$ cat config.mk
export PLATFORM = sky130hd
export DESIGN_NAME = seq_mult_div
export DESIGN_NICKNAME = d
export VERILOG_FILES = /design/src/rtl/seq_mult_div.sv
export SDC_FILE = /design/constraint.sdc
export NUM_CORES = 1
export LEC_CHECK = 0
export ABC_AREA = 1
export CORE_ASPECT_RATIO = 1.5
export CORE_MARGIN = 4
export CORE_UTILIZATION = 43
export DETAILED_ROUTE_END_ITERATION = 10
export PLACE_DENSITY = 0.71
export SETUP_SLACK_MARGIN = 0.5
export SYNTH_ARGS = -nofsm -noshare
export SYNTH_HDL_FRONTEND = slang
export SYNTH_SLANG_ARGS = --single-unit
$ cat constraint.sdc
create_clock -name clk -period 1.8 [get_ports clk]
set_input_delay 0.27 -clock clk [delete_from_list [all_inputs] [get_ports clk]]
set_output_delay 0.27 -clock clk [all_outputs]
set_load 0.02 [all_outputs]
$ cat src/rtl/seq_mult_div.sv
// Sequential signed multiply/divide unit.
// One shift-add (multiply) or restoring subtract (divide) step per cycle on
// operand magnitudes, followed by a single sign-correction cycle.
// The busy/done outputs are registered, so they trail the internal state by
// one cycle: busy rises on the edge after the start is accepted, and done
// pulses for one cycle once the DONE state has been left.
module seq_mult_div #(
  parameter int n = 4
) (
  input  logic           clk,
  input  logic           rst_n,
  input  logic           start,
  input  logic           sel,
  input  logic [n-1:0]   a,
  input  logic [n-1:0]   b,
  output logic           busy,
  output logic           done,
  output logic [2*n-1:0] ans,
  output logic           div_zero,
  output logic           ovf
);

  localparam int CW = $clog2(n);
  localparam logic [CW-1:0] LAST   = CW'(n - 1);
  localparam logic [n-1:0]  MINMAG = {1'b1, {(n-1){1'b0}}};
  localparam logic [n-1:0]  ONE    = n'(1);

  typedef enum logic [1:0] {IDLE, CALC, FIX, DONE} state_t;

  state_t r_state;
  state_t w_next;

  logic [CW-1:0]  r_count;
  logic           r_sel;
  logic           r_signA;
  logic           r_signB;
  logic [n-1:0]   r_magA;
  logic [n-1:0]   r_magB;
  logic [2*n-1:0] r_acc;
  logic [2*n-1:0] r_mcand;
  logic [n-1:0]   r_quo;
  logic [n-1:0]   r_rem;
  logic [2*n-1:0] r_ans;
  logic           r_busy;
  logic           r_done;
  logic           r_divZero;
  logic           r_ovf;

  logic [n-1:0]   w_magA;
  logic [n-1:0]   w_magB;
  logic [2*n-1:0] w_accNext;
  logic [n:0]     w_shift;
  logic [n-1:0]   w_diff;
  logic           w_fits;
  logic [2*n-1:0] w_prod;
  logic [n-1:0]   w_quoS;
  logic [n-1:0]   w_remS;
  logic [n-1:0]   w_aBack;
  logic [2*n-1:0] w_fixAns;

  assign w_magA = a[n-1] ? (-a) : a;
  assign w_magB = b[n-1] ? (-b) : b;

  // Multiply step: add the shifted multiplicand when the current multiplier bit is set.
  assign w_accNext = r_acc + (r_quo[0] ? r_mcand : '0);

  // Divide step: bring in the next dividend bit and try subtracting the divisor.
  assign w_shift = {r_rem, r_quo[n-1]};
  assign w_fits  = (w_shift >= {1'b0, r_magB});
  assign w_diff  = w_shift[n-1:0] - r_magB;

  // Sign correction applied in FIX; divide-by-zero returns the dividend as remainder.
  assign w_prod  = (r_signA ^ r_signB) ? (-r_acc) : r_acc;
  assign w_quoS  = (r_signA ^ r_signB) ? (-r_quo) : r_quo;
  assign w_remS  = r_signA ? (-r_rem) : r_rem;
  assign w_aBack = r_signA ? (-r_magA) : r_magA;

  // Select the final signed result for the FIX cycle.
  always_comb begin
    w_fixAns = {w_remS, w_quoS};
    if (r_sel) begin
      w_fixAns = w_prod;
    end else if (r_magB == '0) begin
      w_fixAns = {w_aBack, {n{1'b0}}};
    end
  end

  // State register.
  always_ff @(posedge clk or negedge rst_n) begin
    if (!rst_n) begin
      r_state <= IDLE;
    end else begin
      r_state <= w_next;
    end
  end

  // Next-state logic: IDLE -> CALC (n cycles) -> FIX -> DONE -> IDLE.
  always_comb begin
    w_next = r_state;
    case (r_state)
      IDLE:    if (start) w_next = CALC;
      CALC:    if (r_count == LAST) w_next = FIX;
      FIX:     w_next = DONE;
      DONE:    w_next = IDLE;
      default: w_next = IDLE;
    endcase
  end

  // Operand capture, iteration datapath, result/flag registers and handshake outputs.
  always_ff @(posedge clk or negedge rst_n) begin
    if (!rst_n) begin
      r_count   <= '0;
      r_sel     <= 1'b0;
      r_signA   <= 1'b0;
      r_signB   <= 1'b0;
      r_magA    <= '0;
      r_magB    <= '0;
      r_acc     <= '0;
      r_mcand   <= '0;
      r_quo     <= '0;
      r_rem     <= '0;
      r_ans     <= '0;
      r_busy    <= 1'b0;
      r_done    <= 1'b0;
      r_divZero <= 1'b0;
      r_ovf     <= 1'b0;
    end else begin
      r_busy <= (r_state == CALC) || (r_state == FIX);
      r_done <= (r_state == DONE);
      case (r_state)
        IDLE: begin
          if (start) begin
            r_sel     <= sel;
            r_signA   <= a[n-1];
            r_signB   <= b[n-1];
            r_magA    <= w_magA;
            r_magB    <= w_magB;
            r_count   <= '0;
            r_divZero <= 1'b0;
            r_ovf     <= 1'b0;
            r_acc     <= '0;
            r_mcand   <= {{n{1'b0}}, w_magA};
            r_quo     <= sel ? w_magB : w_magA;
            r_rem     <= '0;
          end
        end
        CALC: begin
          r_count <= r_count + 1'b1;
          if (r_sel) begin
            r_acc   <= w_accNext;
            r_mcand <= r_mcand << 1;
            r_quo   <= r_quo >> 1;
          end else if (w_fits) begin
            r_rem <= w_diff;
            r_quo <= {r_quo[n-2:0], 1'b1};
          end else begin
            r_rem <= w_shift[n-1:0];
            r_quo <= {r_quo[n-2:0], 1'b0};
          end
        end
        FIX: begin
          r_ans     <= w_fixAns;
          r_divZero <= !r_sel && (r_magB == '0);
          r_ovf     <= !r_sel && r_signA && r_signB &&
                       (r_magA == MINMAG) && (r_magB == ONE);
        end
        default: begin
        end
      endcase
    end
  end

  assign busy     = r_busy;
  assign done     = r_done;
  assign ans      = r_ans;
  assign div_zero = r_divZero;
  assign ovf      = r_ovf;

endmodule

After elaboration in Yosys (flattened, before gate mapping)
Index checks and enable logic that the tools add are counted.
{"block": "word_totals", "register_bits": 51, "inputBits": 12, "output_inout_bits": 12, "elab_cells": 86}
{"block": "op_classes", "n_addsub": 9, "order_cmp": 1, "eq_ne": 10, "muxes": 32, "bitwise_logic": 1, "n_reduce_logical": 17}
{"op": "two-way mux 8 bit", "n": 8}
{"op": "two-way mux 4 bit", "n": 11}
{"op": "case mux 8 bit (2 select lines)", "n": 2}
{"op": "negator 4 bit", "n": 5}
{"op": "case mux 4 bit (2 select lines)", "n": 2}
{"op": "adder 8 bit", "n": 1}
{"op": "inequality test 2 bit (second input constant)", "n": 4}
{"op": "negator 8 bit", "n": 1}
{"op": "case mux 2 bit (4 select lines)", "n": 1}
{"op": "AND reduction 2 bit", "n": 4}
{"op": "equality test 2 bit (second input constant)", "n": 3}
{"op": "two-way mux 2 bit", "n": 3}
{"op": "AND reduction 3 bit", "n": 2}
{"op": ">= comparator 5 x 4 -> 1 bit", "n": 1}
{"op": "logical AND 1 bit", "n": 5}
{"op": "equality test 4 x 1 -> 1 bit (second input constant)", "n": 1}
{"op": "equality test 4 bit (second input constant)", "n": 1}
{"op": "zero test 4 bit", "n": 1}
{"op": "case mux 1 bit (2 select lines)", "n": 2}
{"op": "case mux 2 bit (2 select lines)", "n": 1}
{"op": "nonzero test 2 bit", "n": 2}
{"op": "subtractor 4 bit", "n": 1}
{"op": "adder 2 x 1 -> 2 bit (second input constant)", "n": 1}
{"op": "equality test 2 x 1 -> 1 bit (second input constant)", "n": 1}
{"op": "other kinds (5)", "n": 6}

Longest topological paths before layout
Gate-level depths: netlist of the first run.
{"block": "depth", "word_depth": 6, "mapped_depth": 12, "mapped_depth_nobuf": 11}

Worst setup path after synthesis of the first run
No wires, ideal clock.
{"block": "synth_timing", "path_kind": "register to register", "from": "register r_quo[0]", "to": "register r_acc[4]", "setup_time_ps": 126, "arrival_ps": 1563, "slack_ps": 111, "path_stages_with_launch": 12, "path_buffers": 1, "period_less_slack_ps": 1689, "cell_sequence": "dfrtp_1 > buf_2 > nand2_1 > inv_1 > ha_1 > fa_1 > nand2_1 > inv_1 > nor2_1 > o21bai_1 > nor2_1 > o22ai_1"}
{"block": "synth_via", "elab_chain_len": 4}
{"item": "start, declared", "line": "41", "rtl": "logic [n-1:0] r_quo;"}
{"item": "start signal, assigned", "line": "143", "rtl": "r_quo <= sel ? w_magB : w_magA;"}
{"item": "start signal, assigned", "line": "152", "rtl": "r_quo <= r_quo >> 1;"}
{"item": "start signal, assigned", "line": "155", "rtl": "r_quo <= {r_quo[n-2:0], 1'b1};"}
{"item": "two-way mux 8 bit", "line": "65", "rtl": "assign w_accNext = r_acc + (r_quo[0] ? r_mcand : '0);"}
{"item": "adder 8 bit", "line": "65"}
{"item": "two-way mux 8 bit", "line": "149", "rtl": "if (r_sel) begin"}
{"item": "case mux 8 bit (2 select lines)", "line": "130", "rtl": "case (r_state)"}
{"item": "end signal, assigned", "line": "150", "rtl": "r_acc <= w_accNext;"}
{"item": "end, declared", "line": "39", "rtl": "logic [2*n-1:0] r_acc;"}
No other way between the ends. The select of a mux whose other input is x is not followed.
A chain may end at the register's enable or synchronous reset.

Worst setup path in the final report of the first run
{"block": "layout_timing", "from": "register r_quo[0]", "to": "register r_acc[6]"}
The elaborated chain is that of the path after synthesis.

==> impl_metrics.sql, run 1 <==
INSERT INTO impl_metrics (metric_group, metric, value, unit) VALUES
('status', 'run_status', 'finished clean', ''),
('drt', 'detail_route.first_pass.iterations', '5', ''),
('sta', 'finalWorstSetupSlack', '0.144', 'ns'),
('pwr', 'fin_total_pwr', '0.0102', 'W'),
('sta', 'min_period_over_period', '92.0', '%'),
('clock_tree', 'ctsRootBufferMaster', 'sky130_fd_sc_hd__clkbuf_16', ''),
('sta', 'worst-slew-pin-transition', '0.470', 'ns'),
('global_route', 'grt_util_all_layers', '22.9', '%'),
('worst_hold_path', 'hold_end', 'r_magA[0]', ''),
('placement', 'place_ws', '0.00101', 'ns'),
('setup_path', 'critical_path.reg2reg.startpoint', 'r_quo[0]', ''),
('die', 'io_pins', '24', ''),
('pwr', 'p_leak', '2.49', 'nW'),
('drt', 'route.detailed.vias_per_inst', '5.57', ''),
('clock_tree', 'cts.path.max_buffers', '2', ''),
('clock_tree', 'cts.clk_slew.worst_paths', '0.07', 'ns'),
('setup_path', 'timing.reg2reg.setup_slack', '0.14', 'ns'),
('sta', 'finalSetupTns', '0', 'ns'),
('placement', 'gp_routability_congestion', '0.945', ''),
('drt', 'drt_drc_violations_left', '0', ''),
('die', 'die_height', '116', 'um'),
('sta', 'layout_min_cycle_time', '1.66', 'ns'),
('setup_path', 'critPathLaunchType', 'flip-flop', ''),
('final_layout', 'nNetsFinal', '581', ''),
('clock_tree', 'tritoncts_clock_tree', 'done', ''),
('pwr', 'power.density_cell_area', '1990', 'mW/mm^2'),
('sta', 'report.final.slew_viol_count', '0', ''),
('clock_tree', 'h_tree_level_count', '2', ''),
('synth', 'synthCells', '457', ''),
('placement', 'placedCellCount', '589', ''),
('die', 'num_rows', '39', ''),
('pwr', 'power.ir.vdd_worst', '1370', 'uV'),
('synth', 'yosys_register_bits', '51', ''),
('synth', 'synth.yosys.warnings', '0', ''),
('global_route', 'wire_length_of_the_first_global_routing_pass', '16.5', 'mm'),
('global_route', 'grt_max_degree', '21', ''),
('synth', 'ys_seq_area_share', '38.1', '%'),
('sta', 'finalHoldViolCount', '0', ''),
('global_route', 'number_of_global_route_vias_before_repair', '3544', ''),
('drt', 'dr_total_vias', '3611', ''),
('worst_hold_path', 'worst_hold_path.num_cells', '3', ''),
('synth', 'syn_nets', '493', ''),
('setup_path', 'rr_endpoint', 'r_acc[6]', ''),
('die', 'floorplan.die.width', '80.1', 'um'),
('drt', 'wire_per_inst', '17.8', 'um'),
('worst_hold_path', 'hold_path.class', 'in -> reg', ''),
('setup_path', 'timing.critical_path.arrival', '1.84', 'ns'),
('clock_tree', 'clock_latency', '0.30', 'ns'),
('drt', 'drt-initial-drc-count', '275', ''),
('global_route', 'overflow', '0', ''),
('final_layout', 'final_layout_size_suffix_gt1_share', '41.4', '%'),
('synth', 'post_synth_instance_area', '0.00335', 'mm^2'),
('clock_tree', 'clock_sinks', '51', ''),
('setup_path', 'r2r_cells', '9', ''),
('final_layout', 'syn2layout_area_growth', '53.3', '%'),
('synth', 'synth.lib_cells_used.distinct', '34', ''),
('placement', 'io_buffer_count', '23', ''),
('drt', 'routed_wire_length', '11.5', 'mm'),
('setup_path', 'critical_path_class', 'reg -> reg', ''),
('worst_hold_path', 'worst_hold_startpoint', 'a[0]', ''),
('drt', 'ant_nets', '0', ''),
('final_layout', 'antenna_cells_inserted', '0', ''),
('job', 'maxCapViolCount', '0', ''),
('global_route', 'antenna_found_initial', '0', ''),
('setup_path', 'critPathMaxFanout', '2', ''),
('clock_tree', 'cts-buffers-inserted', '5', ''),
('die', 'core_area', '0.00761', 'mm^2'),
('setup_path', 'critPathCaptureType', 'flip-flop', ''),
('placement', 'detailedPlacementHpwl', '6.69', 'mm'),
('sta', 'rsz0062_at_grt', 'yes', ''),
('sta', 'timing.final.setup_violations', '0', ''),
('sta', 'worst_slew_margin_relative_to_its_limit', '68.7', '%'),
('sta', 'worst_clock_skew', '0.00850', 'ns'),
('final_layout', 'finish.cell_count_without_fillers', '648', ''),
('die', 'die_footprint', '0.00929', 'mm^2'),
('synth', 'post_synth.cell_area_avg', '7.33', 'um^2'),
('die', 'initial_utilization', '44.0', '%'),
('sta', 'max_freq', '0.604', 'GHz'),
('setup_path', 'worst_ep_required_time', '1.99', 'ns');
## placed cells by master (no fill, tap or decap), drive strengths merged, types with 3 or more instances in the layout
master         instances
o211ai                 4
clkdlybuf4s50          7
a22oi                  3
o22ai                  7
o21ai                 44
nand3                 42
dfrtp                 51
ha                    22
inv                   69
dlygate4sd2           15
nor2                  41
nand2                122
nand4                  5
clkbuf                 6
a21oi                 21
xor2                   6
buf                   65
## cell families after synthesis
kind of cell / share of synthesized area, %
compound gates: 14.3
xor+xnor: 1.83
fa+ha+maj: 9.42
buf+inv: 9.60
flops: 38.1
simple gates: 26.8
## sequential cells by signal, summed over array words and instances, names as in the netlist
signal / flops
r_mcand: 8
busy: 1
r_magA: 4
r_signA: 1
r_rem: 4
ovf: 1
done: 1
r_magB: 4
r_signB: 1
ans: 8
div_zero: 1
r_sel: 1
r_state: 2
r_acc: 8
r_quo: 4
r_count: 2
## worst max-delay path, cell delays in order, from the launching register on
cell and delay (ns):
sky130_fd_sc_hd__dfrtp_1 0.40, sky130_fd_sc_hd__nand2_1 0.09, sky130_fd_sc_hd__inv_2 0.05, sky130_fd_sc_hd__ha_4 0.16, sky130_fd_sc_hd__fa_2 0.36, sky130_fd_sc_hd__buf_6 0.13, sky130_fd_sc_hd__nand4_1 0.09, sky130_fd_sc_hd__nand4_1 0.10
sky130_fd_sc_hd__nand3_1 0.11, sky130_fd_sc_hd__o21ai_1 0.06
## stage by stage
step / hold WS, ns / utilization (%) / area (um^2)
floorplan: -0.0256 / - / 3500
global placement: 0.244 / 51.3 / 3910
detailed placement: 0.258 / 51.3 / 3910
CTS: 0.399 / 60.9 / 4630
global route: 0.444 / 67.4 / 5130
finish: 0.440 / 67.4 / 5130
## worst max-delay path by stage
stage | start | endpoint | slack [ns] | depth (start not counted)
floorplan | r_quo[0] | r_acc[4] | 0.18 | 11
global placement | a[0] | r_quo[1] | 0.04 | 7
detailed placement | a[0] | r_quo[1] | 0.001 | 7
CTS | r_quo[0] | r_acc[4] | 0.19 | 10
global route | r_quo[0] | r_acc[6] | 0.07 | 10
finish | r_quo[0] | r_acc[6] | 0.14 | 9
## layout make-up
type	count	area (um^2)
Clock inverter	3	67.6
Timing Repair Buffer	89	836
Inverter	71	300
Clock buffer	5	125
Fill cell	556	2480
Sequential cell	51	1280
Multi-Input combinational cell	327	2390
Tap cell	102	128
## metal layers
metal	global-route usage (%)	vias up	wire length [um]
li1	-	1662	-
met1	24.7	1702	4150
met2	42.8	169	5900
met3	3.27	78	555
met4	11.2	0	910
met5	0	-	0
## what timing repair did
item	CTS	global route
gates resized for setup	103	106
pin swaps	31	34
setup endpoints to repair	58	49
buffers inserted	32	16
hold buffers	1	0
gates cloned	1	1
endpoints found under the hold margin	18	0
## Yosys cell counts
library cell               number  area share (%)
sky130_fd_sc_hd__ha_1          22             8.2
sky130_fd_sc_hd__a21oi_1       20             3.0
sky130_fd_sc_hd__inv_1         64             7.2
sky130_fd_sc_hd__nor3_1         1            0.15
sky130_fd_sc_hd__o22ai_1        7             1.3
sky130_fd_sc_hd__nand3_1       42             6.3
sky130_fd_sc_hd__a22oi_1        3            0.67
sky130_fd_sc_hd__nor2_1        37             4.1
sky130_fd_sc_hd__inv_4          2            0.37
sky130_fd_sc_hd__dfrtp_1       51              38
sky130_fd_sc_hd__a21boi_0       1            0.22
sky130_fd_sc_hd__nand3b_1       1            0.22
sky130_fd_sc_hd__o21ai_1        7             1.0
sky130_fd_sc_hd__a21o_1         1            0.22
sky130_fd_sc_hd__xnor2_1        1            0.26
sky130_fd_sc_hd__o21bai_1       2            0.45
sky130_fd_sc_hd__o211ai_1       4            0.90
sky130_fd_sc_hd__nand2_4        1            0.34
sky130_fd_sc_hd__nor2_2         3            0.56
sky130_fd_sc_hd__o31ai_1        1            0.22
sky130_fd_sc_hd__nor2_8         1            0.60
sky130_fd_sc_hd__o21ai_0       35             5.2
sky130_fd_sc_hd__xor2_1         6             1.6
sky130_fd_sc_hd__nand4_1        5            0.93
sky130_fd_sc_hd__o21ai_4        1            0.49
sky130_fd_sc_hd__inv_2          5            0.56
sky130_fd_sc_hd__buf_4          3            0.67
sky130_fd_sc_hd__clkbuf_1       2            0.22
sky130_fd_sc_hd__o21ai_2        1            0.26
sky130_fd_sc_hd__nand2_1      119              13
sky130_fd_sc_hd__nand2_2        1            0.19
sky130_fd_sc_hd__a21oi_2        1            0.26
sky130_fd_sc_hd__buf_2          4            0.60
sky130_fd_sc_hd__fa_1           2             1.2
## power breakdown
group	internal (W)	leakage, nW	switching (W)
combinational	0.00297	1.75	0.00387
sequential	0.00161	0.647	0.000502
clock	0.000797	0.0900	0.000451
total	0.00538	2.49	0.00483
Power figures use the tool's default switching activity.
==> run 2, diff against run 1 <==
PLACE_DENSITY = not set   (was 0.71)
PLACE_DENSITY_LB_ADDON = 0.1   (was not set)
SLEW_MARGIN = 20   (was not set)
clock period = 1.4 ns   (was 1.8 ns; I/O delays follow)
==> impl_metrics.sql, run 2 (synthesis results as in run 1) <==
INSERT INTO impl_metrics (metric_group, metric, value, unit) VALUES
('die', 'die_footprint', '0.00929', 'mm^2'),
('final_layout', 'final_common_cell', 'sky130_fd_sc_hd__nand2_1', ''),
('die', 'die_height', '116', 'um'),
('pwr', 'p_leak', '2.79', 'nW'),
('setup_path', 'crit_top_cell', 'sky130_fd_sc_hd__nand2_1', ''),
('clock_tree', 'cts-buffers-inserted', '5', ''),
('final_layout', 'multi_input_area', '0.00253', 'mm^2'),
('pwr', 'seq_power_share', '18.6', '%'),
('sta', 'finalWorstSetupSlack', '-0.309', 'ns'),
('job', 'maxCapViolCount', '0', ''),
('drt', 'dr_total_vias', '3649', ''),
('clock_tree', 'clock_latency', '0.30', 'ns'),
('pwr', 'power.density_cell_area', '2540', 'mW/mm^2'),
('sta', 'worst_slew_margin_relative_to_its_limit', '79.8', '%'),
('final_layout', 'nNetsFinal', '632', ''),
('clock_tree', 'cts.path.max_buffers', '2', ''),
('final_layout', 'fillerInstances', '524', ''),
('pwr', 'comb_power_share', '71.4', '%'),
('pwr', 'netSwitchingFraction', '45.3', '%'),
('setup_path', 'worst_ep_required_time', '1.63', 'ns'),
('placement', 'detailedPlacementHpwl', '7.43', 'mm'),
('worst_hold_path', 'hold_path.class', 'in -> reg', ''),
('global_route', 'number_of_global_route_vias_before_repair', '3698', ''),
('drt', 'ant_nets', '0', ''),
('global_route', 'overflow', '0', ''),
('final_layout', 'final_core_utilization', '75.9', '%'),
('die', 'io_pins', '24', ''),
('drt', 'routed_wire_length', '11.4', 'mm'),
('final_layout', 'area.sequential', '0.00128', 'mm^2'),
('sta', 'finalHoldViolCount', '0', ''),
('die', 'initial_utilization', '44.0', '%'),
('drt', 'wire_per_inst', '16.3', 'um'),
('status', 'failed_checks', 'setup timing', ''),
('clock_tree', 'tritoncts_clock_tree', 'done', ''),
('setup_path', 'max_stage_delay', '0.41', 'ns'),
('setup_path', 'critPathLaunchType', 'flip-flop', ''),
('placement', 'place_ws', '-0.344', 'ns'),
('pwr', 'p_switching', '0.00665', 'W'),
('clock_tree', 'h_tree_level_count', '2', ''),
('setup_path', 'critPathCaptureType', 'flip-flop', ''),
('placement', 'io_buffer_count', '23', ''),
('global_route', 'wire_length_of_the_first_global_routing_pass', '17.6', 'mm'),
('status', 'run_status', 'complete, but fails checks', ''),
('sta', 'report.final.slew_viol_count', '0', ''),
('sta', 'min_period_over_period', '122', '%'),
('die', 'floorplan.die.width', '80.1', 'um'),
('final_layout', 'antenna_cells_inserted', '0', ''),
('final_layout', 'final_layout_size_suffix_gt1_share', '53.6', '%'),
('global_route', 'grt_util_all_layers', '24.8', '%'),
('setup_path', 'crit_path_cell_trace', 'nand2_1, inv_2, ha_4, fa_2, buf_4, nand4_1, nand3_1, nand2_1, nand3_2, o21ai_1', ''),
('pwr', 'internal_power', '0.00803', 'W'),
('setup_path', 'timing.critical_path.slowest_stage_cell', 'sky130_fd_sc_hd__dfrtp_1', ''),
('drt', 'drt_drc_violations_left', '0', ''),
('clock_tree', 'ctsRootBufferMaster', 'sky130_fd_sc_hd__clkbuf_16', ''),
('clock_tree', 'cts.clk_slew.worst_paths', '0.07', 'ns'),
('die', 'core_area', '0.00761', 'mm^2'),
('clock_tree', 'clock_sinks', '51', ''),
('drt', 'route.detailed.vias_per_inst', '5.22', ''),
('global_route', 'antenna_found_initial', '0', ''),
('sta', 'hold_ws', '0.412', 'ns'),
('final_layout', 'layout.cells.most_common_list', 'sky130_fd_sc_hd__nand2_1 (79), sky130_fd_sc_hd__buf_4 (77), sky130_fd_sc_hd__dfrtp_1 (44)', ''),
('die', 'num_rows', '39', ''),
('pwr', 'power.ir.vdd_worst', '2060', 'uV'),
('drt', 'detail_route.first_pass.iterations', '4', ''),
('sta', 'rsz0062_at_grt', 'yes', ''),
('sta', 'max_freq', '0.585', 'GHz'),
('sta', 'worst_clock_skew', '0.00500', 'ns'),
('sta', 'worst-slew-pin-transition', '0.304', 'ns'),
('sta', 'timing.final.setup_violations', '47', ''),
('setup_path', 'critical_path_class', 'reg -> reg', ''),
('pwr', 'power.share.clock', '10.0', '%'),
('setup_path', 'critPathMaxFanout', '3', ''),
('placement', 'dpl-instance-area', '0.00444', 'mm^2'),
('final_layout', 'finalInstanceArea', '0.00578', 'mm^2'),
('global_route', 'grt_max_degree', '52', ''),
('drt', 'drt-initial-drc-count', '179', ''),
('final_layout', 'syn2layout_area_growth', '72.6', '%'),
('setup_path', 'timing.critical_path.arrival', '1.93', 'ns'),
('placement', 'gp_routability_congestion', '0.901', ''),
('sta', 'layout_min_cycle_time', '1.71', 'ns');
==> run 2: changes by cell type in the layout (fill, tap and decap cells not counted), sizes merged <==
cell,before,now
buf,65,129
bufinv,2,1
clkdlybuf4s50,7,8
clkinv,1,4
clkinvlp,2,0
dlygate4sd2,15,2
inv,69,68
==> run 2: critical path, delay by kind of cell (launching register included) <==
kind | cells | cell delay, ns
adder cells (fa/ha/maj) | 2 | 0.53
buffers and inverters | 2 | 0.20
AO/OA/AOI/OAI | 1 | 0.08
AND/OR/NAND/NOR | 5 | 0.42
flip-flops | 1 | 0.41
==> run 2: path summary, 6_finish.rpt <==
| check | startpoint | to | slack (ns) | cells after the start |
|---|---|---|---|---|
| setup / recovery | r_quo[0] | r_acc[6] | -0.31 | 10 |
| setup reg to reg | r_quo[0] | r_acc[6] | -0.31 | 10 |
| hold reg to reg | r_count[1] | r_count[1] | 0.51 | 2 |
| min in group asynchronous | rst_n | r_mcand[4] | 0.44 | 3 |
| hold / removal | b[1] | r_magB[3] | 0.41 | 4 |
| max in group asynchronous | rst_n | r_state[0] | 0.68 | 3 |
==> run 2: per-layer routing <==
| layer | vias to the layer above | GRT usage [%] | share of wire [%] |
|---|---|---|---|
| met5 | - | 0 | 0 |
| met4 | 0 | 13.9 | 5.2 |
| met3 | 40 | 3.42 | 3.0 |
| met2 | 94 | 46.1 | 56 |
| met1 | 1750 | 26.3 | 36 |
| li1 | 1765 | - | - |
==> run 2: final cells by class <==
class                           instances  share of cell area, %
Clock inverter                          2                  0.606
Inverter                               71                   5.39
Timing Repair Buffer                  140                   23.3
Tap cell                              102                   2.21
Clock buffer                            6                   2.40
Sequential cell                        51                   22.2
Multi-Input combinational cell        327                   43.8
==> run 2: timing repair <==
action / CTS / global route
gates cloned: 4 / 0
setup buffers: 24 / 18
gates resized for setup: 200 / 84
pin swaps: 44 / 37
hold buffers: 1 / 0
setup endpoints to repair: 61 / 62
hold endpoints to repair: 51 / 0
==> run 2: through the flow <==
step           instances  TNS, ns  power [W]
5_1_grt              699    -8.52     0.0156
4_1_cts              681    -2.56     0.0131
2_1_floorplan        457    -2.50    0.00697
3_5_place_dp         644    -6.29    0.00953
3_3_place_gp         644    -5.67    0.00938
6_report             699    -5.46     0.0147
==> run 2: power groups by stage <==
stage / registers, W / clock network (W) / logic (W)
after floorplan: 0.00269 / 0 / 0.00428
after global placement: 0.00259 / 0 / 0.00679
after detailed placement: 0.00260 / 0 / 0.00693
after CTS: 0.00269 / 0.00147 / 0.00892
after global routing: 0.00279 / 0.00154 / 0.0113
final: 0.00273 / 0.00146 / 0.0105
